### config.mk
export PLATFORM = sky130hd
export DESIGN_NAME = aes_load_interface
export DESIGN_NICKNAME = d
export VERILOG_FILES = /design/src/rtl/aes_load_interface.sv
export SDC_FILE = /design/constraint.sdc
export NUM_CORES = 1
export LEC_CHECK = 0
export ABC_AREA = 1
export CAP_MARGIN = 20
export CORE_AREA = 4 4 154 156
export CTS_CLUSTER_SIZE = 30
export DETAILED_ROUTE_END_ITERATION = 6
export DIE_AREA = 0 0 158 160
export HOLD_SLACK_MARGIN = 0.05
export PLACE_DENSITY = 0.79
export SYNTH_ARGS = -nofsm -noshare
export SYNTH_HDL_FRONTEND = slang
export SYNTH_SLANG_ARGS = --single-unit
### constraint.sdc
create_clock -name clk -period 2.4 [get_ports clk]
set_clock_uncertainty 0.15 [all_clocks]
set_input_delay 0.48 -clock clk [delete_from_list [all_inputs] [get_ports clk]]
set_output_delay 0.48 -clock clk [all_outputs]
set_load 0.01 [all_outputs]
### src/rtl/aes_load_interface.sv
// Assembles plaintext and key beats for the AES engine, fires a one-cycle
// start pulse and holds the operands until the engine reports done.
module aes_load_interface #(
    parameter int unsigned DIN_W    = 8,
    parameter int unsigned KEY_W    = 128,
    parameter bit          KEEP_KEY = 1'b1
) (
    input  logic             clk,
    input  logic             rst_,
    input  logic [DIN_W-1:0] din,
    input  logic [1:0]       cmd,
    input  logic             cmd_valid,
    output logic             cmd_ready,
    input  logic             engine_done,
    output logic             engine_start,
    output logic [127:0]     plain_out,
    output logic [KEY_W-1:0] key_out,
    output logic             plain_loaded,
    output logic             key_loaded,
    output logic             err
);

    localparam int unsigned PT_BEATS  = 128 / DIN_W;
    localparam int unsigned KEY_BEATS = KEY_W / DIN_W;
    localparam int unsigned PT_CW     = $clog2(PT_BEATS + 1);
    localparam int unsigned KEY_CW    = $clog2(KEY_BEATS + 1);

    typedef enum logic [1:0] {StIdle, StStart, StBusy} state_e;

    state_e            state_q;
    logic [PT_CW-1:0]  pt_cnt_q;
    logic [KEY_CW-1:0] key_cnt_q;
    logic              accept;

    assign cmd_ready = (state_q == StIdle);
    assign accept    = cmd_valid && cmd_ready;

    always_ff @(posedge clk) begin
        if (rst_) begin
            state_q      <= StIdle;
            pt_cnt_q     <= '0;
            key_cnt_q    <= '0;
            plain_out    <= '0;
            key_out      <= '0;
            plain_loaded <= 1'b0;
            key_loaded   <= 1'b0;
            engine_start <= 1'b0;
            err          <= 1'b0;
        end else begin
            engine_start <= 1'b0;
            err          <= 1'b0;
            unique case (state_q)
                StIdle: begin
                    if (accept) begin
                        case (cmd)
                            2'b01: begin
                                // A beat after a complete block starts a fresh block.
                                if (plain_loaded) begin
                                    plain_out    <= {{(128-DIN_W){1'b0}}, din};
                                    pt_cnt_q     <= PT_CW'(1);
                                    plain_loaded <= 1'b0;
                                end else begin
                                    plain_out <= {plain_out[127-DIN_W:0], din};
                                    pt_cnt_q  <= pt_cnt_q + PT_CW'(1);
                                    if (pt_cnt_q == PT_CW'(PT_BEATS - 1)) begin
                                        plain_loaded <= 1'b1;
                                    end
                                end
                            end
                            2'b10: begin
                                if (key_loaded) begin
                                    key_out    <= {{(KEY_W-DIN_W){1'b0}}, din};
                                    key_cnt_q  <= KEY_CW'(1);
                                    key_loaded <= 1'b0;
                                end else begin
                                    key_out   <= {key_out[KEY_W-1-DIN_W:0], din};
                                    key_cnt_q <= key_cnt_q + KEY_CW'(1);
                                    if (key_cnt_q == KEY_CW'(KEY_BEATS - 1)) begin
                                        key_loaded <= 1'b1;
                                    end
                                end
                            end
                            2'b11: begin
                                if (plain_loaded && key_loaded) begin
                                    state_q      <= StStart;
                                    engine_start <= 1'b1;
                                end else begin
                                    err <= 1'b1;
                                end
                            end
                            default: ;
                        endcase
                    end
                end
                StStart, StBusy: begin
                    if (engine_done) begin
                        state_q      <= StIdle;
                        plain_out    <= '0;
                        pt_cnt_q     <= '0;
                        plain_loaded <= 1'b0;
                        if (!KEEP_KEY) begin
                            key_out    <= '0;
                            key_cnt_q  <= '0;
                            key_loaded <= 1'b0;
                        end
                    end else begin
                        state_q <= StBusy;
                    end
                end
                default: state_q <= StIdle;
            endcase
        end
    end

endmodule
==> impl_metrics.json <==
{
  "hold_violations": 0,
  "initialDrtViolationCount": 642,
  "drt_first_pass_iters": 5,
  "slowest_delay_ns": 0.64,
  "coreArea_sq_um": 22370,
  "antenna_found_initial": 1,
  "postRouteAntennaNets": 0,
  "synthToLayoutAreaGrowth_pct": 37.09,
  "grt_setup_unrepaired": "false",
  "grt_max_degree": 75,
  "status": "completed",
  "reg2reg_slack_ns": 0.31,
  "vias": 10380,
  "io_pins": 275,
  "slew-limit-headroom_pct": 70.61,
  "final_util_pct": 66.42,
  "regArea_sq_um": 5445,
  "r2r_start": "state_q[0]",
  "cts_made_buffers": 29,
  "tightest_slew_ns": 0.4398,
  "clockBufferDepth": 3,
  "initial_core_util_pct": 48.45,
  "fin_nets": 1801,
  "crit_required_ns": 1.77,
  "synth_fp_nets": 1571,
  "die-area_sq_um": 25280,
  "clock-sinks": 272,
  "synthCells": 1551,
  "finalSetupViolCount": 0,
  "routed_wl_mm": 30.45,
  "ys_ff_latch": 272,
  "die_h_um": 160,
  "powerDensity_nw_per_um2": 721.4,
  "ff2ff_path_depth": 10,
  "drive_above_1_share_pct": 5.047,
  "clk_pin_slew_ns": 0.06,
  "hold_start": "key_cnt_q[3]",
  "synth.distinct_cells": 21,
  "dp.final_hpwl_mm": 20.59,
  "crit_buf_inv": 1,
  "setup_tns_ns": 0,
  "synth_seq_area_share_pct": 50.25,
  "finalCritPeriodShare_pct": 95.29,
  "timing.rr.end": "plain_out[26]",
  "crit_chain": "clkdlybuf4s50_1",
  "hold_path_depth": 2,
  "slew_violations": 0,
  "globalRouteOverflowTotal": 0,
  "final_common_cell": "nand2_1",
  "postCtsHoldBufs": 0,
  "grt_pass1_vias": 9659,
  "cp_data_arrival_time_ns": 1.66,
  "crit_type": "flop to output pin",
  "viasPerCell": 4.970,
  "drc": 0,
  "rows": 55,
  "slowest_stage": "clkdlybuf4s50_1",
  "final_cell_mix": "nand2_1 (387), nor2_1 (353), clkdlybuf4s50_1 (273)",
  "routedWlPerCell_um": 14.57,
  "fmax_ghz": 0.4373,
  "crit_fanout": 6,
  "cp-start-kind": "flop",
  "syn_area_sq_um": 10840,
  "critical_path.top_delay_family": "buffers and inverters",
  "fin_crit_ns": 2.287,
  "maxCapViolations": 0,
  "worstHoldEndpoint": "key_cnt_q[3]",
  "tritoncts": "yes",
  "die_w_um": 158,
  "grt_pass1_wl_mm": 48.69,
  "whs_ns": 0.3258,
  "end_kind": "output pin",
  "ys.warnings.count": 0,
  "fill_cells": 1893,
  "hold_class": "flop to flop",
  "grt.total_usage_pct": 23.00,
  "clockRootBuffer": "clkbuf_16",
  "portBuffers": 274,
  "multi_input_area_sq_um": 4373,
  "worstSkewPairLatency_ns": 0.54,
  "h-tree-depth": 1,
  "ir_drop_mv": 0.5802,
  "syn_avg_cell_area_sq_um": 6.987,
  "gp_congestion": 0.8623,
  "p_leak_nw": 6.368
}
## registers in the layout (all words and copies together), names as in the netlist
name	cells
state_q	2
plain_loaded	1
key_out	128
key_cnt_q	5
err	1
plain_out	128
key_loaded	1
pt_cnt_q	5
engine_start	1
## area by class of cell
class	instances	share of cell area, %
antenna	1	0.01684
inverter	131	3.335
clock inverter	13	0.8675
clock buffer	40	5.635
tap	285	2.400
multi-input combinational	1043	29.44
timing repair buffer	304	21.65
sequential	272	36.65
## routing by layer
metal  GRT usage [%]  vias up  part of all wire, %
met5               0        -                    0
li1                -     5247                    -
met1           29.14     4766                   42
met4           6.553        0                  2.4
met2           38.16      313                   47
met3           6.694       56                  8.3
## how the worst max path moves through the flow
stage	slack, ns	from	to	depth (start not counted)
2_1_floorplan	0.70	state_q[0]	plain_out[100]	10
3_3_place_gp	0.13	cmd[1]	key_out[88]	9
3_5_place_dp	0.12	cmd[0]	plain_out[35]	10
4_1_cts	0.08	plain_loaded	plain_loaded	1
5_1_grt	0.03	plain_loaded	plain_loaded	1
6_report	0.11	plain_loaded	plain_loaded	1
## cells in the mapped netlist
library cell    n  area [sq um]
nand2_1       388          1456
nor2_1        353          1325
dfxtp_1       272          5445
inv_1         125         469.2
o21ai_0       119         595.6
nand3_1        87         435.4
a21oi_1        67         335.3
buf_2          57         285.3
clkbuf_1       24         90.09
nor3_1         10         50.05
buf_1           9         33.78
buf_6           8         90.09
buf_4           7         52.55
o21ai_1         7         35.03
ha_1            6         75.07
inv_2           5         18.77
nand2_2         2         12.51
nor2_2          2         12.51
clkinv_1        1         3.750
nand4_1         1         6.260
o21ai_2         1         8.760
## worst min-delay path: stages, from the launching register on
cell and delay (ns):
dfxtp_1 0.31, o21ai_0 0.06, a21oi_1 0.06
## power breakdown
| group | internal (W) | switching (W) |
|---|---|---|
| Combinational | 0.000646 | 0.000701 |
| Clock | 0.00265 | 0.00180 |
| Sequential | 0.00474 | 0.000177 |
## through the flow
step                std cells  total power, W  cell area [sq um]  setup WS [ns]
floorplan                1551        0.005686              10840         0.6999
global placement         2035        0.006327              13890         0.1349
detailed placement       2035        0.006359              13890         0.1185
CTS                      2088         0.01079              14850        0.08175
global route             2089         0.01117              14860        0.03434
finish                   2089         0.01072              14860         0.1131
## cell families after synthesis
logic type / Yosys count / synth area share [%]
DFF: 272 / 50.25
adders and majority gates: 6 / 0.6927
AOI/OAI and AO/OA: 194 / 8.994
buffers and inverters: 236 / 9.629
and+or+nand+nor: 843 / 30.44
## what timing repair did
| action | in CTS | in global routing |
|---|---|---|
| buffers inserted | 0 | 0 |
| endpoints found under the setup margin | 1 | 0 |
| gates resized for setup | 1 | 0 |
| hold endpoints to repair | 0 | 0 |
Note: power is estimated with default switching activity, not from simulation.
